==> src/rtl/csa_pipe.sv <==
// csa_pipe: pipelined carry-select adder/subtractor with valid/ready handshake.
// An input rank captures the operands; then NBLK stages each resolve one BLK-bit
// slice, choosing between precomputed carry-in 0 and carry-in 1 results with the
// carry registered by the previous rank. Unconsumed operand bits shift down the
// pipe alongside each stage, and finished sum slices are carried forward so that
// the full result leaves the last rank aligned.
module csa_pipe #(
    parameter int WIDTH = 32,
    parameter int BLK   = 8
) (
    input  logic             clk,
    input  logic             rst_n,
    input  logic             in_valid,
    output logic             in_ready,
    input  logic [WIDTH-1:0] x,
    input  logic [WIDTH-1:0] y,
    input  logic             cin,
    input  logic             sub,
    output logic             out_valid,
    input  logic             out_ready,
    output logic [WIDTH-1:0] s,
    output logic             cout,
    output logic             ovf
);

    localparam int NBLK = WIDTH / BLK;

    // Rank r of the pipe is exposed through index r of these buses: rank 0 is the
    // operand capture, rank i+1 is written by stage i, rank NBLK drives the outputs.
    logic             w_advance;
    logic [NBLK:0]    w_validQ;
    logic [NBLK:0]    w_carryQ;
    logic [WIDTH-1:0] w_opAQ [NBLK+1];
    logic [WIDTH-1:0] w_opBQ [NBLK+1];
    logic [WIDTH-1:0] w_sumQ [NBLK+1];
    logic [NBLK-1:0]  w_ovfQ;
    logic             w_unused;

    logic             r_inValid;
    logic             r_inCarry;
    logic [WIDTH-1:0] r_inA;
    logic [WIDTH-1:0] r_inB;

    // The whole pipe moves together; it only freezes while a finished result waits
    // for a downstream that is not ready.
    assign w_advance = !(out_valid && !out_ready);
    assign in_ready  = w_advance;

    // Capture operands, pre-inverting y and forcing the carry-in to 1 for subtraction
    always_ff @(posedge clk or negedge rst_n) begin
        if (!rst_n) begin
            r_inValid <= 1'b0;
            r_inCarry <= 1'b0;
            r_inA     <= '0;
            r_inB     <= '0;
        end else if (w_advance) begin
            r_inValid <= in_valid;
            if (in_valid) begin
                r_inA     <= x;
                r_inB     <= sub ? ~y : y;
                r_inCarry <= sub | cin;
            end
        end
    end

    assign w_validQ[0] = r_inValid;
    assign w_carryQ[0] = r_inCarry;
    assign w_opAQ[0]   = r_inA;
    assign w_opBQ[0]   = r_inB;
    assign w_sumQ[0]   = '0;

    genvar gi;
    generate
        for (gi = 0; gi < NBLK; gi++) begin : g_stage
            logic [BLK-1:0]   w_blkA;
            logic [BLK-1:0]   w_blkB;
            logic [BLK-1:0]   w_blkS;
            logic [BLK:0]     w_sum0;
            logic [BLK:0]     w_sum1;
            logic             w_blkCarry;
            logic             w_blkOvf;
            logic [WIDTH-1:0] w_mergedSum;
            logic             r_valid;
            logic             r_carry;
            logic             r_ovf;
            logic [WIDTH-1:0] r_opA;
            logic [WIDTH-1:0] r_opB;
            logic [WIDTH-1:0] r_sum;

            // The operands have already been shifted, so this stage's slice is
            // always the low BLK bits of what the previous rank holds.
            assign w_blkA = w_opAQ[gi][BLK-1:0];
            assign w_blkB = w_opBQ[gi][BLK-1:0];
            assign w_sum0 = {1'b0, w_blkA} + {1'b0, w_blkB};
            assign w_sum1 = {1'b0, w_blkA} + {1'b0, w_blkB} + (BLK+1)'(1);
            assign {w_blkCarry, w_blkS} = w_carryQ[gi] ? w_sum1 : w_sum0;

            // Carry into the slice MSB is a^b^s there; overflow when it differs
            // from the carry out. Only the top stage's value reaches ovf.
            assign w_blkOvf = w_blkA[BLK-1] ^ w_blkB[BLK-1] ^ w_blkS[BLK-1] ^ w_blkCarry;

            // Drop the freshly resolved slice into the partial sum from upstream
            always_comb begin
                w_mergedSum                  = w_sumQ[gi];
                w_mergedSum[gi*BLK +: BLK]   = w_blkS;
            end

            // Register this stage's slice result and pass the remaining operand bits on
            always_ff @(posedge clk or negedge rst_n) begin
                if (!rst_n) begin
                    r_valid <= 1'b0;
                    r_carry <= 1'b0;
                    r_ovf   <= 1'b0;
                    r_opA   <= '0;
                    r_opB   <= '0;
                    r_sum   <= '0;
                end else if (w_advance) begin
                    r_valid <= w_validQ[gi];
                    if (w_validQ[gi]) begin
                        r_carry <= w_blkCarry;
                        r_ovf   <= w_blkOvf;
                        r_sum   <= w_mergedSum;
                        r_opA   <= w_opAQ[gi] >> BLK;
                        r_opB   <= w_opBQ[gi] >> BLK;
                    end
                end
            end

            assign w_validQ[gi+1] = r_valid;
            assign w_carryQ[gi+1] = r_carry;
            assign w_opAQ[gi+1]   = r_opA;
            assign w_opBQ[gi+1]   = r_opB;
            assign w_sumQ[gi+1]   = r_sum;
            assign w_ovfQ[gi]     = r_ovf;
        end
    endgenerate

    assign out_valid = w_validQ[NBLK];
    assign s         = w_sumQ[NBLK];
    assign cout      = w_carryQ[NBLK];
    assign ovf       = w_ovfQ[NBLK-1];

    // The last rank's operand remnants are always zero and the lower stages'
    // overflow flags are never needed; fold them into a sink so nothing dangles.
    assign w_unused = ^{w_opAQ[NBLK], w_opBQ[NBLK], w_ovfQ};

endmodule

==> config.mk <==
export PLATFORM = sky130hd
export DESIGN_NAME = csa_pipe
export DESIGN_NICKNAME = d
export VERILOG_FILES = /design/src/rtl/csa_pipe.sv
export SDC_FILE = /design/constraint.sdc
export NUM_CORES = 1
export LEC_CHECK = 0
export CORE_MARGIN = 5
export CORE_UTILIZATION = 45
export CTS_BUF_LIST = sky130_fd_sc_hd__clkbuf_4
export CTS_CLUSTER_DIAMETER = 80
export CTS_CLUSTER_SIZE = 10
export DETAILED_ROUTE_END_ITERATION = 8
export PLACE_DENSITY = 0.74
export REMOVE_ABC_BUFFERS = 1
export SLEW_MARGIN = 10
export SYNTH_ARGS = -nofsm -noshare
export SYNTH_HDL_FRONTEND = slang
export SYNTH_SLANG_ARGS = --single-unit
==> constraint.sdc <==
create_clock -name clk -period 4.3 [get_ports clk]
set_clock_uncertainty 0.15 [all_clocks]
set_input_delay 0.86 -clock clk [delete_from_list [all_inputs] [get_ports clk]]
set_output_delay 0.86 -clock clk [all_outputs]
set_load 0.01 [all_outputs]
==> results of run 1 <==
## synthesized netlist by cell type (all sizes together), types with 4 or more instances
cell and n:
a21oi 16, clkbuf 21, buf 14, ha 36, nor3 6, o21a 7
inv 19, xor2 14, nor2b 5, mux2 176, fa 4, nand4 5
nor2 23, or2 4, o31ai 5, nand2 98, a21o 6, or3 4
dfrtp 251, xnor2 61, nand3 4, o21ai 77, and3 4
## logic make-up after synthesis
family,count (synthesis),synth area share
flops,251,0.556
mux,177,0.176
fa+ha+maj,40,0.0470
compound gates,132,0.0735
simple gates,163,0.0663
xor+xnor,76,0.0602
buf+inv,56,0.0203
## final cells by class
type	instances	share of cell area
sequential	251	0.484
multi-input combinational	588	0.369
timing repair buffer	114	0.0910
tap	330	0.0318
clock buffer	30	0.0173
inverter	20	0.00578
clock inverter	1	0.000675
antenna	2	0.000385
## power by group through the flow
| stage | sequential (µW) | combinational, µW | clock [µW] |
|---|---|---|---|
| 6_report | 3970 | 4800 | 1030 |
| 5_1_grt | 4120 | 5380 | 1200 |
| 4_1_cts | 4000 | 4870 | 1110 |
| 3_5_place_dp | 4050 | 4860 | 0 |
| 3_3_place_gp | 4010 | 4700 | 0 |
| 2_1_floorplan | 3920 | 3650 | 0 |
## per-stage QoR
stage                     instance area (µm²)  setup WS (ns)   util  total power, µW
after floorplan                         11100          0.583      -             7570
after global placement                  12700          0.885  0.511             8710
after detailed placement                12700          0.823  0.511             8910
after CTS                               13000          0.814  0.520             9980
after global routing                    13000          0.753  0.520            10700
final                                   13000          0.831  0.520             9810
## worst paths after layout
kind	start	to	cells past startpoint
worst max register to register	g_stage[2].r_opA[0]	ovf	9
max in group asynchronous	rst_n	g_stage[1].r_opB[12]	2
worst max-delay path	out_ready	in_ready	4
worst min register to register	g_stage[1].r_sum[9]	g_stage[1].r_sum[9]	2
worst min-delay path	rst_n	g_stage[0].r_opA[3]	1
min in group clk	g_stage[1].r_sum[9]	g_stage[1].r_sum[9]	2
## sequential cells by signal, indices dropped and copies added, names as in the netlist, 3 cells and up
register         cells
g_stage.r_opA       48
g_stage.r_opB       48
g_stage.r_sum       48
r_inA               32
r_inB               32
s                   32
g_stage.r_carry      3
g_stage.r_valid      3
## layer usage
metal | GRT usage | vias up
met2 | 0.249 | 118
met5 | 0 | -
met1 | 0.178 | 3296
met4 | 0.0346 | 0
met3 | 0.0301 | 39
li1 | - | 3321
==> metrics.md, run 1 <==
| Metric | Value |
|---|---|
| Most common cell after layout, fill and taps aside | `dfrtp_1` |
| Global route overflow | `0` |
| Antenna Nets Post-Route | `0` |
| Delay-heaviest family, CP | `buffers and inverters` |
| #FFs+latches synth | `between 200 and 300` |
| Ranking of synthesized cells by area | `dfrtp_1 56%, mux2_2 18%, xnor2_1 4.7%` |
| Worst setup SP type | `input port` |
| Router iterations before antenna repair | `4` |
| Skew-Pair Late Insertion Delay | `about 0.66 ns` |
| Iter 0 DRT Violations | `190` |
| Largest net degree at the start of global routing | `100` |
| Die Ht | `about 170 µm` |
| Period minus WS final | `between 3 and 4 ns` |
| Psw | `between 3000 and 4000 µW` |
| Post-route clock period utilization | `0.807` |
| Sw Ratio | `0.362` |
| CP most frequent cell | `clkdlybuf4s50_1` |
| TritonCTS clock tree | `yes` |
| Longest Clk Path Bufs | `3` |
| CP Capture Type | `output port` |
| Multi-input logic area | `~4800 µm²` |
| Warnings, synthesis | `0` |
| CP bufs+invs | `3` |
| Clock Sinks | `roughly 250` |
| Clock network fraction of design power | `0.105` |
| Reg power frac | `0.405` |
| Area Growth Syn to Fin | `15.0%` |
| Post-Layout Cell Count | `approximately 1,300` |
| Core area | `between 20,000 and 25,000 µm²` |
| Data arrival, critical path | `~2.5 ns` |
| Pwr dens | `~760 nW/µm²` |
| Clock Pin Slew Worst Setup and Hold Paths | `0.09 ns` |
| Critical Path Fanout Max | `7` |
| Met2 wire len | `about 10000 µm` |
| Post-DP HPWL | `between 10,000 and 15,000 µm` |
| Width of the die | `168 µm` |
| Vias in the first global route | `about 7,000` |
| Final hold violation count | `0` |
| Post-detailed-route DRC marker count | `0` |
| Internal reg-to-reg setup slack | `1.33 ns` |
| Final WL | `approximately 20,000 µm` |
| Post-CTS Setup Bufs | `0` |
| First-pass GRT wire length | `approximately 34,000 µm` |
| Max layer used | `met4` |
| Port Buffer Count | `105` |
| Wire per inst | `14.8 µm` |
| CP peak stage delay | `0.57 ns` |
| Pins Over Slew Limit | `0` |
| Htree depth | `1` |
| Required time at the worst-slack endpoint | `around 3.3 ns` |
| Most frequent cells in the layout | `251 x dfrtp_1, 176 x mux2_2, 103 x clkdlybuf4s50_1, 93 x nand2_1, 71 x o21ai_0` |
| Max-cap viol count | `0` |
| Synth Area per Inst | `roughly 13 µm²` |
| Netlist cell types | `57` |
| Boundary Pins | `about 110` |
| P_int | `about 6300 µW` |
| Placed Instances | `around 1,300` |
| Cell count after synthesis | `between 800 and 900` |
| Post-synth top area cell | `dfrtp_1` |
| Fraction of the yosys area taken by sequential cells | `0.556` |
| EDFF count, synth | `0` |
| Routed via count | `between 6,000 and 7,000` |
| FFs w/ async S/R, synth | `1.00` |
| Setup TNS Final | `0 ns` |
| Mapped Area | `11,300 µm²` |
| Worst-margin pin slew | `between 1 and 1.5 ns` |
| Initial Util | `0.452` |
| Slowest-stage cell, CP | `clkdlybuf4s50_1` |
| Worst vdd ir | `between 300 and 400 µV` |
| Area fraction of the dominant cell type after synthesis | `0.556` |
| Die area | `28,400 µm²` |
| FILL cells | `about 2,300` |
| Share of layout cells above drive strength 1 | `0.233` |
| Inserted Clock Buffers | `29` |
| Total track usage | `0.141` |
| Hold crit path type | `in -> async` |
| Fin Hold WS | `around 0.053 ns` |
| Antenna violations before repair | `1` |
| Ys flop type | `dfrtp_1` |
| Final Setup Violations | `0` |
| CTS resizes | `0` |
| Combinational Power Share | `0.490` |
| Kind of critical path | `in -> out` |
| Relative slew slack | `0.261` |
| Status | `complete, no violations` |
| Met3 WL | `between 900 and 1000 µm` |
| Fmax | `approximately 290 MHz` |
| RePlAce Congestion | `~0.77` |
| Nets | `between 1,000 and 1,500` |
| Metal-1 WL | `around 8400 µm` |
| Register area | `roughly 6300 µm²` |
| DR vias/cell | `slightly above 5` |
| CP Cell Sequence | `clkdlybuf4s50_1 -> nor2b_1 -> clkinv_1 -> clkdlybuf4s50_1` |
| Hold Buf Count CTS | `0` |
| RSZ-0062 raised after global routing | `false` |
| Clk Tree Root Cell | `clkbuf_4` |
| Leak | `between 0.005 and 0.006 µW` |
| Num rows | `58` |
No activity file was read; power rests on OpenSTA's default activity.
==> run 2: changes to the inputs <==
PLACE_DENSITY = 0.77   (was 0.74)
clock period = 2.9 ns   (was 4.3 ns; I/O delays follow)
==> run 2 against run 1 <==
  * Die area did not move
  * Utilization grew 0.92 points
  * Total power increased by 51%
  * Critical endpoint is now ovf
==> metrics.md, run 2 (same netlist as run 1, synthesis figures left out) <==
| Metric | Value |
|---|---|
| CP Launch Point | `g_stage[2].r_opA[0]` |
| Crit path to | `ovf` |
| Internal reg-to-reg setup slack | `0.04 ns (-1.29 ns)` |
| Clock Pin Slew Worst Setup and Hold Paths | `0.10 ns (about the same)` |
| TritonCTS clock tree | `yes` |
| Most frequent cells in the layout | `251 x dfrtp_1, 176 x mux2_2, 103 x clkdlybuf4s50_1, 93 x nand2_1, 71 x o21ai_0` |
| Reg-to-Reg Start | `g_stage[2].r_opA[0]` |
| Fmax | `approximately 350 MHz` |
| Largest net degree at the start of global routing | `77 (-23%)` |
| Worst setup SP type | `flip-flop` |
| Port Buffer Count | `105 (unchanged)` |
| Max-cap viol count | `0 (unchanged)` |
| Most common cell after layout, fill and taps aside | `dfrtp_1` |
| Post-detailed-route DRC marker count | `0 (unchanged)` |
| P_int | `9470 µW (+51%)` |
| First-pass GRT wire length | `34,600 µm (+2.2%)` |
| Status | `complete, no violations` |
| Final WL | `20,300 µm (+2.8%)` |
| Hold crit path type | `in -> async` |
| Data arrival, critical path | `3.30 ns (+0.84 ns)` |
| Psw | `5370 µW (+51%)` |
| Combinational Power Share | `0.498 (+0.008)` |
| Iter 0 DRT Violations | `209 (+10%)` |
| Die Ht | `168 µm (unchanged)` |
| Initial Util | `0.452 (unchanged)` |
| Routed via count | `6,860 (+1.3%)` |
| Global route overflow | `0 (unchanged)` |
| Placed Instances | `1,318 (+1.2%)` |
| Final Setup Violations | `0 (unchanged)` |
| Post-route clock period utilization | `0.986` |
| Reg power frac | `0.397 (-0.008)` |
| Inserted Clock Buffers | `29 (unchanged)` |
| Leak | `0.00575 µW (+2.2%)` |
| Width of the die | `168 µm (unchanged)` |
| Fin Hold WS | `0.293 ns (+0.240 ns)` |
| Boundary Pins | `106 (unchanged)` |
| Antenna Nets Post-Route | `0 (unchanged)` |
| Layout Utilization | `0.529 (+0.00917)` |
| Area Growth Syn to Fin | `17.0%` |
| Kind of critical path | `reg -> reg` |
| Pins Over Slew Limit | `0 (unchanged)` |
| DR vias/cell | `5.06 (-0.15%)` |
| RSZ-0062 raised after global routing | `true` |
| Top flop regs | `g_stage.r_opA: 48 flops, g_stage.r_opB: 48 flops, g_stage.r_sum: 48 flops` |
| Antenna violations before repair | `1 (unchanged)` |
| Share of layout cells above drive strength 1 | `0.254 (+0.0208)` |
| Worst vdd ir | `446 µV (+30%)` |
| R2r endpoint | `ovf` |
| Skew-Pair Late Insertion Delay | `0.68 ns (+0.02 ns)` |
| Sw Ratio | `0.362 (about the same)` |
| Die area | `28,400 µm² (unchanged)` |
| Core area | `25,000 µm² (unchanged)` |
| Relative slew slack | `0.593 (+0.332)` |
| Vias in the first global route | `7,101 (+1.9%)` |
| Num rows | `58 (unchanged)` |
| Htree depth | `1 (unchanged)` |
| Wire per inst | `15.0 µm (+1.3%)` |
| Post-Layout Cell Count | `1,355 (+1.4%)` |
| CP Capture Type | `flip-flop` |
| Clk Tree Root Cell | `clkbuf_4` |
| RePlAce Congestion | `0.819 (+6.7%)` |
| Clock Sinks | `251 (unchanged)` |
| Critical Path Fanout Max | `4 (-3)` |
| Worst-margin pin slew | `0.611 ns (-0.498 ns)` |
| Router iterations before antenna repair | `4 (unchanged)` |
| Final hold violation count | `0 (unchanged)` |
| Pwr dens | `1120 nW/µm² (+49%)` |
| Worst r2r path cells | `9 (unchanged)` |
| Longest Clk Path Bufs | `3 (unchanged)` |
| Nets | `1,133 (+1.7%)` |
| Period minus WS final | `approximately 2.9 ns` |
| Total track usage | `0.146 (+0.00418)` |
| Post-DP HPWL | `14,400 µm (+7.7%)` |
| Clock network fraction of design power | `0.105 (about the same)` |
| Required time at the worst-slack endpoint | `3.34 ns (+0.05 ns)` |
[run 2: routing by layer]
metal,wire (µm),GRT usage
met1,8680,0.182
met2,10200,0.257
met3,839,0.0284
met4,544,0.0420
met5,0,0
[run 2: worst min-delay path by stage]
stage               slack [ns]                  end
floorplan                 0.13                 cout
global placement          0.31             r_inB[9]
detailed placement        0.32  g_stage[0].r_sum[7]
CTS                       0.26            r_inB[10]
global route              0.28             r_inA[9]
finish                    0.29            r_inB[10]
[run 2: stage by stage]
stage / setup TNS (ns) / instance area, µm² / total power (µW) / setup slack, ns
floorplan: -45.44 / 11100 / 11200 / -0.537
global placement: 0 / 12900 / 13000 / 0.0323
detailed placement: -0.0910 / 12900 / 13300 / -0.0910
CTS: 0 / 13200 / 15000 / 0.00780
global route: -0.100 / 13200 / 16200 / -0.0702
finish: 0 / 13200 / 14800 / 0.0420
[run 2: power by group through the flow]
stage	clock [µW]	combinational (µW)	sequential [µW]
CTS	1660	7390	5920
global route	1800	8270	6110
finish	1560	7390	5890
detailed placement	0	7340	6000
global placement	0	7090	5920
floorplan	0	5420	5810
[run 2: worst max-delay path, stage by stage, from the launching register on]
cell     delay, ns
dfrtp_1       0.40
ha_2          0.20
fa_2          0.35
a211o_1       0.28
and3_4        0.20
nor4_4        0.31
nand4_1       0.19
xnor2_2       0.26
xnor3_1       0.34
o21ai_1       0.12
[run 2: cell type report]
type | instances | area (µm²)
diodes | 1 | 2.50
clock buffers | 30 | 225
clock inverters | 2 | 12.5
fillers | 2193 | 11800
inverters | 20 | 75.1
multi-input cells | 588 | 4830
flip-flops and latches | 251 | 6280
well taps | 330 | 413
repair buffers | 133 | 1380
[run 2: repair_timing]
item	4_1_cts	5_1_grt
resized for setup	1	8
hold endpoints to repair	70	0
cloned	0	0
pin swaps	3	7
setup buffers	1	2
hold buffers	1	0
endpoints found under the setup margin	1	5
